<file path="src/rtl/csr_pkg.sv">
// rtl/csr_pkg.sv - shared op/state enums and read-only range for the CSR arbiter
package csr_pkg;

  typedef enum logic [1:0] {
    OP_RW   = 2'd0,
    OP_RS   = 2'd1,
    OP_RC   = 2'd2,
    OP_RSVD = 2'd3
  } csr_op_e;

  typedef enum logic [1:0] {
    S_IDLE,
    S_READ,
    S_WRITE,
    S_RESP
  } state_e;

  localparam logic [11:0] RO_BASE = 12'hC00;
  localparam logic [11:0] RO_LAST = 12'hCFF;

  function automatic logic in_ro_range(input logic [31:0] addr);
    return (addr >= {20'd0, RO_BASE}) && (addr <= {20'd0, RO_LAST});
  endfunction

endpackage

</file>
<file path="src/rtl/csr_rmw_alu.sv">
// rtl/csr_rmw_alu.sv - combinational read-modify-write for RW/RS/RC CSR ops
module csr_rmw_alu import csr_pkg::*; #(
  parameter int DATA_WIDTH = 32
) (
  input  logic [1:0]            op,
  input  logic [DATA_WIDTH-1:0] old,
  input  logic [DATA_WIDTH-1:0] wdata,
  output logic [DATA_WIDTH-1:0] new_data,
  output logic                  write_en
);

  // Set/clear with an all-zero mask is a pure read and must not touch the CSR
  always_comb begin
    new_data = old;
    write_en = 1'b0;
    case (csr_op_e'(op))
      OP_RW: begin
        new_data = wdata;
        write_en = 1'b1;
      end
      OP_RS: begin
        new_data = old | wdata;
        write_en = |wdata;
      end
      OP_RC: begin
        new_data = old & ~wdata;
        write_en = |wdata;
      end
      default: begin
        new_data = old;
        write_en = 1'b0;
      end
    endcase
  end

endmodule

</file>
<file path="src/rtl/csr_arbiter.sv">
// rtl/csr_arbiter.sv - two-requester round-robin arbiter sequencing CSR read-modify-write
module csr_arbiter import csr_pkg::*; #(
  parameter int DATA_WIDTH = 32,
  parameter int ADDR_WIDTH = 12
) (
  input  logic                    clk,
  input  logic                    rst,
  input  logic [1:0]              req_valid,
  output logic [1:0]              req_ready,
  input  logic [3:0]              req_op,
  input  logic [2*ADDR_WIDTH-1:0] req_addr,
  input  logic [2*DATA_WIDTH-1:0] req_wdata,
  input  logic                    flush,
  output logic [1:0]              rsp_valid,
  output logic                    rsp_err,
  output logic [DATA_WIDTH-1:0]   rsp_rdata,
  output logic [ADDR_WIDTH-1:0]   csr_addr,
  output logic                    csr_rd_en,
  input  logic [DATA_WIDTH-1:0]   csr_rdata,
  output logic                    csr_wr_en,
  output logic [DATA_WIDTH-1:0]   csr_wdata,
  output logic                    busy
);

  state_e                state_q, state_d;
  csr_op_e               op_q;
  logic                  last_grant_q, owner_q, err_q;
  logic [ADDR_WIDTH-1:0] addr_q;
  logic [DATA_WIDTH-1:0] wdata_q, old_q;
  logic                  gnt, hs, err_now, alu_we;
  logic [DATA_WIDTH-1:0] alu_new;

  csr_rmw_alu #(.DATA_WIDTH(DATA_WIDTH)) u_alu (
    .op       (op_q),
    .old      (csr_rdata),
    .wdata    (wdata_q),
    .new_data (alu_new),
    .write_en (alu_we)
  );

  // Read-only range only faults when the op would actually modify the CSR
  assign err_now = (op_q == OP_RSVD) || (in_ro_range(32'(addr_q)) && alu_we);

  always_comb begin
    case (req_valid)
      2'b01:   gnt = 1'b0;
      2'b10:   gnt = 1'b1;
      2'b11:   gnt = ~last_grant_q;
      default: gnt = 1'b0;
    endcase
  end

  assign hs = (state_q == S_IDLE) && !rst && req_valid[gnt];

  always_ff @(posedge clk or posedge rst) begin
    if (rst) begin
      state_q      <= S_IDLE;
      last_grant_q <= 1'b1;
      owner_q      <= 1'b0;
      op_q         <= OP_RW;
      addr_q       <= '0;
      wdata_q      <= '0;
      old_q        <= '0;
      err_q        <= 1'b0;
    end else begin
      state_q <= state_d;
      if (hs) begin
        owner_q      <= gnt;
        last_grant_q <= gnt;
        op_q         <= csr_op_e'(gnt ? req_op[3:2] : req_op[1:0]);
        addr_q       <= gnt ? req_addr[2*ADDR_WIDTH-1:ADDR_WIDTH] : req_addr[ADDR_WIDTH-1:0];
        wdata_q      <= gnt ? req_wdata[2*DATA_WIDTH-1:DATA_WIDTH] : req_wdata[DATA_WIDTH-1:0];
      end
      if (state_q == S_WRITE) begin
        old_q <= csr_rdata;
        err_q <= err_now;
      end
    end
  end

  always_comb begin
    state_d   = state_q;
    req_ready = 2'b00;
    rsp_valid = 2'b00;
    rsp_err   = 1'b0;
    rsp_rdata = '0;
    csr_addr  = '0;
    csr_rd_en = 1'b0;
    csr_wr_en = 1'b0;
    csr_wdata = '0;
    case (state_q)
      S_IDLE: begin
        if (hs) begin
          req_ready[gnt] = 1'b1;
          state_d        = S_READ;
        end
      end
      S_READ: begin
        csr_rd_en = 1'b1;
        csr_addr  = addr_q;
        // Only the pipeline's own transactions are cancelled, and only before any side effect
        state_d   = (flush && !owner_q) ? S_IDLE : S_WRITE;
      end
      S_WRITE: begin
        csr_addr  = addr_q;
        csr_wr_en = alu_we && !err_now;
        csr_wdata = csr_wr_en ? alu_new : '0;
        state_d   = S_RESP;
      end
      S_RESP: begin
        rsp_valid[owner_q] = 1'b1;
        rsp_rdata          = old_q;
        rsp_err            = err_q;
        state_d            = S_IDLE;
      end
      default: state_d = S_IDLE;
    endcase
  end

  assign busy = (state_q != S_IDLE);

endmodule
</file>
<file path="config.mk">
export PLATFORM = sky130hd
export DESIGN_NAME = csr_arbiter
export DESIGN_NICKNAME = d
export VERILOG_FILES = /design/src/rtl/csr_pkg.sv /design/src/rtl/csr_rmw_alu.sv /design/src/rtl/csr_arbiter.sv
export SDC_FILE = /design/constraint.sdc
export NUM_CORES = 1
export LEC_CHECK = 0
export ABC_AREA = 1
export BUFFER_PORTS_ARGS = -buffer_cell sky130_fd_sc_hd__buf_2
export CORE_MARGIN = 3
export CORE_UTILIZATION = 35
export DETAILED_ROUTE_END_ITERATION = 8
export PLACE_DENSITY_LB_ADDON = 0.15
export SETUP_SLACK_MARGIN = 0.15
export SYNTH_ARGS = -nofsm -noshare
export SYNTH_HDL_FRONTEND = slang
export SYNTH_SLANG_ARGS = --single-unit
</file>
<file path="constraint.sdc">
create_clock -name clk -period 3.5 [get_ports clk]
set_clock_uncertainty 0.1 [all_clocks]
set_input_delay 0.525 -clock clk [delete_from_list [all_inputs] [get_ports clk]]
set_output_delay 0.525 -clock clk [all_outputs]
set_load 0.005 [all_outputs]
</file>
== Word-level counts from Yosys, hierarchy flattened ==
Index checks and enable logic that the tools add are counted.
Storage, ports and cells
  register bits: 83
  logic and storage cells: 70
  output and inout bits: 84
  bits of input ports: 129
Operators by class
  bitwise gates (word level): 4
  eq/ne operators: 9
  order comparisons: 6
  mux-type cells: 25
  reduce and logical (&&, ||, !) cells: 18
Operators with widths (count)
  $mux 32: 4
  $pmux 32 s3: 1
  $and 32x32->32: 1
  $not 32->32: 1
  $or 32x32->32: 1
  $reduce_or 32->1: 1
  $mux 12: 2
  $eq 2x2->1 const B: 6
  $ge 12x12->1 const B: 1
  $le 12x12->1 const B: 1
  $mux 2: 6
  $logic_and 1x1->1: 8
  $pmux 2 s4: 1
  $mux 1: 7
  $eq 2x1->1 const B: 2
  $logic_not 2->1: 2
  $lt 1x2->1 const B: 2
  $pmux 1 s2: 2
  $reduce_or 2->1: 2
  $logic_not 1->1: 3
  $demux 1 s1: 2
  $ge 1x1->1 const B: 2
  $ne 2x2->1 const B: 1
  $reduce_bool 2->1: 1
  other kinds (2): 2

== Depth between registers and ports, before layout ==
  depth in word-level cells: 9
  mapped depth: 10
  mapped depth without buffers: 10

== Hierarchy ==
From an unflattened synthesis, not the netlist that was laid out.
Second synthesis, totals
  cell total of the unflattened synthesis: 822
  area total of the unflattened synthesis: 5283.8 µm²
By module, submodules not included
  csr_arbiter: sequential area each 2078.2 µm², instances 1, cells an instance 692, area each 4541.9 µm²
  csr_rmw_alu: sequential area each 0.0 µm², instances 1, cells an instance 130, area each 742.0 µm²

== Least setup slack after synthesis ==
OpenSTA, ideal clock, no wires.
  path kind: flip-flop to output port
  start: register state_q[0]
  end: output req_ready[1]
  arrival time: 1.440 ns
  cell stages (with the launch flop): 9
  required time: 2.875 ns
  slack: 1.435 ns
  buffers on the path: 2
  cells stage by stage: dfrtp_1 > inv_1 > ha_1 > inv_2 > nor3_4 > nand2_2 > inv_2 > buf_6 > buf_6
Between the ends
  longest elaborated chain between the ends: 5
RTL lines
  start, declared: RTL line csr_arbiter.sv:25  | state_e state_q, state_d;
  start signal, assigned: RTL line csr_arbiter.sv:66  | state_q <= state_d;
  $logic_not 2->1 (*): RTL line csr_arbiter.sv:53, csr_arbiter.sv:91
  $logic_and 1x1->1 (2 in series): RTL line csr_arbiter.sv:53  | assign hs = (state_q == S_IDLE) && !rst && req_valid[gnt];
  $mux 2: RTL line csr_arbiter.sv:93  | if (hs) begin
  $mux 2 (*): RTL line csr_arbiter.sv:91  | case (state_q)
  end, declared: RTL line csr_arbiter.sv:9  | output logic [1:0] req_ready,
Every way passes the cells marked *; elsewhere a longest branch is shown, timed or not.

== Final worst setup path ==
  start: register op_q[0]
  end: output csr_wdata[18]
Between the ends
  longest elaborated chain between the ends: 9
  elaborated cells between the ends (all ways): 13
  those cells by class: 3 x eq/ne; 4 x mux; 6 x reduce/logical
RTL lines
  start, declared: RTL line csr_arbiter.sv:26  | csr_op_e op_q;
  start signal, assigned: RTL line csr_arbiter.sv:70  | op_q <= csr_op_e'(gnt ? req_op[3:2] : req_op[1:0]);
  $eq 2x1->1 or $eq 2x2->1 (tied branches): RTL line csr_rmw_alu.sv:16  | case (csr_op_e'(op))
  $reduce_or 2->1 (no line)
  $pmux 1 s2: RTL line csr_rmw_alu.sv:16
  $logic_and 1x1->1: RTL line csr_arbiter.sv:42  | assign err_now = (op_q == OP_RSVD) || (in_ro_range(32'(addr_q)) && alu_we);
  $logic_or 1x1->1: RTL line csr_arbiter.sv:42
  $logic_not 1->1: RTL line csr_arbiter.sv:106  | csr_wr_en = alu_we && !err_now;
  $logic_and 1x1->1: RTL line csr_arbiter.sv:106
  $mux 32 (*): RTL line csr_arbiter.sv:107  | csr_wdata = csr_wr_en ? alu_new : '0;
  $mux 32 (*): RTL line csr_arbiter.sv:91
  end, declared: RTL line csr_arbiter.sv:21  | output logic [DATA_WIDTH-1:0] csr_wdata,
Marked as above.

==> flow_summary_export.csv <==
group,metric,value,unit
timing,final-setup-viol-count,0,
worst_setup_path,crit-reg2reg-launch,"state_q[0]",
power_and_ir_drop,power.net_switching,2.33,mW
yosys,synth.ff_latch_count,83,
floorplanning,initial_core_util,0.365,
route,dr.pass1.iters,5,
yosys,synth-adder-area-share,0.0212,
place,place_inst,1064,
route,wl_per_cell,14.1,um
yosys,synth_area,4720,sq um
clock_tree,cts_tree,"done",
yosys,synthXorXnorAreaFrac,0,
worst_setup_path,cp.required,2.87,ns
yosys,ys_seq_area_frac,0.440,
timing,tightest_slew,0.827,ns
global_routing,antenna_found_initial,0,
clock_tree,root_buffer,"sky130_fd_sc_hd__clkbuf_16",
timing,timing.final.crit_share,0.866,
power_and_ir_drop,combinationalPowerShare,0.485,
global_routing,grt_overflow_total,0,
global_routing,first_global_vias,4666,
place,placed_area,5900,sq um
power_and_ir_drop,cellLeakagePower,3.80,nW
global_routing,grt_pass1_wl,23.8,mm
hold_path,hold_class,"in2async",
yosys,yosys.cell_types.count,22,
route,drt.antenna.violating_nets,0,
route,vias_per_cell,4.60,
final_layout,areaGrowthSynthToFinish,31.5,%
floorplanning,design.die.area,14900,sq um
power_and_ir_drop,internal_power,2.97,mW
worst_setup_path,crit_arrival,2.41,ns
worst_setup_path,reg2regPathDepth,10,
yosys,synth.largest_area_cell,"sky130_fd_sc_hd__dfrtp_1",
route,dr_wl_met2,6.97,mm
clock_tree,cts_buffers,9,
clock_tree,numClockSinks,83,
route,dr_wl_met3,1.14,mm
status,run_status,"finished clean",
run,drv_cap,0,
clock_tree,cts-root-to-sink-buffers,2,
worst_setup_path,critPathMaxFanout,19,
clock_tree,path_clk_slew,0.06,ns
global_routing,maximum_number_of_pins_on_one_net_before_global_route_repair,50,
power_and_ir_drop,power.ir.vdd_worst,0.000354,V
yosys,synth_top_family_by_area,"simple AND/OR/NAND/NOR gates",
clock_tree,postCtsSetupBuffers,0,
power_and_ir_drop,power.share.switching,0.440,
clock_tree,clock_insertion_delay_worst_skew,0.34,ns
yosys,synthesis.instances,705,
final_layout,final_cell_count_no_fill,1080,
clock_tree,post_cts_hold_buffer_count,0,
yosys,synth_fp_nets,842,
global_routing,globalRouteTotalUtil,0.205,
timing,setup_tns_final,0,ns
yosys,postSynthAreaPerCell,6.70,sq um
place,gp_congestion,0.825,
floorplanning,die_width,122,um
route,drt_drc_violations_left,0,
final_layout,design.final.nets,1040,
power_and_ir_drop,power_frac_seq,0.328,
worst_setup_path,setup.worst_path.start_class,"flop",
final_layout,diodes,0,
yosys,synth.top_cell.area_share,0.434,
worst_setup_path,critical_path.reg2reg.endpoint,"op_q[1]",
clock_tree,cts.htree.levels,3,
floorplanning,top_level_ports,213,
power_and_ir_drop,post-layout-total-power,5.31,mW
yosys,synth.yosys.warnings,0,
timing,grt_setup_unrepaired,"false",
timing,period_needed,3.03,ns
yosys,synth-simple-area-share,0.387,
route,via_count,4964,
clock_tree,cts_repair_resize_count,0,
place,portBuffers,212,
timing,max-slew-margin-rel,0.448,
route,routedLengthMet1,6.95,mm
timing,max_freq,330,MHz
timing,slew_viol_final,0,
yosys,synth_area_leaders,"sky130_fd_sc_hd__dfrtp_1, sky130_fd_sc_hd__nand2_1, sky130_fd_sc_hd__nor2_1",
timing,hold_viol,0,
worst_setup_path,critical_path_class,"reg2out",
route,top_layer_in_use,"met4",
final_layout,layout_commonest_cell,"sky130_fd_sc_hd__nand2_1",
yosys,synth_compound_area_frac,0.0556,
route,drt_iter0_drc,196,
place,dp_hpwl,11.4,mm
floorplanning,die_h,122,um
worst_setup_path,timing.reg2reg.setup_slack,1.14,ns
final_layout,layout.cells.most_common_list,"sky130_fd_sc_hd__nand2_1, sky130_fd_sc_hd__buf_2, sky130_fd_sc_hd__nor2_1",
yosys,post_synthesis_mux_area_share,0,
floorplanning,core_rows,41,
floorplanning,area_inside_the_core_boundary,12900,sq um
final_layout,final_area,6210,sq um
route,routed_wirelength,15.3,mm
final_layout,final_layout_size_suffix_gt1_frac,0.276,
power_and_ir_drop,clockPowerShare,0.186,
power_and_ir_drop,power.density,854,nW/um^2
worst_setup_path,crit_path_end_kind,"primary output",
[cell families (layout without fill, tap and decap cells)]
family          count (synthesis)  in the layout
simple gates                  467            467
flops                          83             83
compound gates                 42             42
buf+inv                       105            308
fa+ha+maj                       8              8
[sequential cells by signal, summed over array words and instances, names as in the netlist, named ones only]
signal,count
wdata_q,32
err_q,1
state_q,1
old_q,32
addr_q,12
op_q,2
last_grant_q,1
owner_q,1
[metrics by stage]
step           worst slack [ns]  hold WS (ns)   util
2_1_floorplan             0.740         0.342      -
3_3_place_gp              0.896         0.354  0.456
3_5_place_dp              0.859         0.358  0.456
4_1_cts                   0.482         0.214  0.480
5_1_grt                   0.177         0.249  0.480
6_report                  0.469         0.202  0.480
[critical path, stage by stage (launching register included)]
cell and delay (ns):
sky130_fd_sc_hd__dfrtp_1 0.37, sky130_fd_sc_hd__ha_1 0.16, sky130_fd_sc_hd__clkinv_1 0.32, sky130_fd_sc_hd__nand3_1 0.54, sky130_fd_sc_hd__buf_4 0.34, sky130_fd_sc_hd__a31oi_1 0.11, sky130_fd_sc_hd__nor2_1 0.10, sky130_fd_sc_hd__buf_2 0.12
[Yosys cell counts]
cell type and number:
sky130_fd_sc_hd__a21oi_1 3, sky130_fd_sc_hd__nand4_1 1, sky130_fd_sc_hd__buf_2 6, sky130_fd_sc_hd__nand2_2 2
sky130_fd_sc_hd__buf_6 6, sky130_fd_sc_hd__ha_1 8, sky130_fd_sc_hd__o21ai_1 1, sky130_fd_sc_hd__dfstp_2 1
sky130_fd_sc_hd__dfrtp_1 82, sky130_fd_sc_hd__clkbuf_1 22, sky130_fd_sc_hd__inv_2 4, sky130_fd_sc_hd__nor3_4 1
sky130_fd_sc_hd__buf_4 2, sky130_fd_sc_hd__nand3_1 45, sky130_fd_sc_hd__nor2_1 88, sky130_fd_sc_hd__inv_1 61
sky130_fd_sc_hd__buf_1 2, sky130_fd_sc_hd__clkinv_1 2, sky130_fd_sc_hd__a31oi_1 32, sky130_fd_sc_hd__o211ai_1 5
sky130_fd_sc_hd__nand2_1 330, sky130_fd_sc_hd__o21ai_0 1
[how the worst max path moves through the flow]
stage	start	end	slack [ns]	cells after the start
after global placement	op_q[0]	csr_wdata[4]	0.90	7
after floorplan	rst	async pin	0.74	1
after detailed placement	op_q[0]	csr_wdata[7]	0.86	7
after global routing	op_q[0]	csr_wdata[14]	0.18	7
after CTS	op_q[0]	csr_wdata[7]	0.48	7
final	op_q[0]	csr_wdata[18]	0.47	7
[power by group through the flow]
stage	clock network (mW)	registers, mW	logic, mW
global route	1.06	1.80	2.97
CTS	1.02	1.74	2.61
global placement	0	1.74	2.59
floorplan	0	1.66	1.78
detailed placement	0	1.75	2.59
finish	0.989	1.74	2.57
[final cells by class]
cell class	instances	area, sq um
Clock inverter	6	71.3
Inverter	67	254
Tap cell	172	215
Fill cell	1424	6720
Clock buffer	10	239
Multi-Input combinational cell	517	2190
Timing Repair Buffer	225	1160
Sequential cell	83	2080
[metal layers]
layer,GRT usage,up-vias
met5,0,-
met4,0.0574,0
met1,0.276,2221
met2,0.331,170
li1,-,2558
met3,0.0501,15
Note: power is estimated with default switching activity, not from simulation.
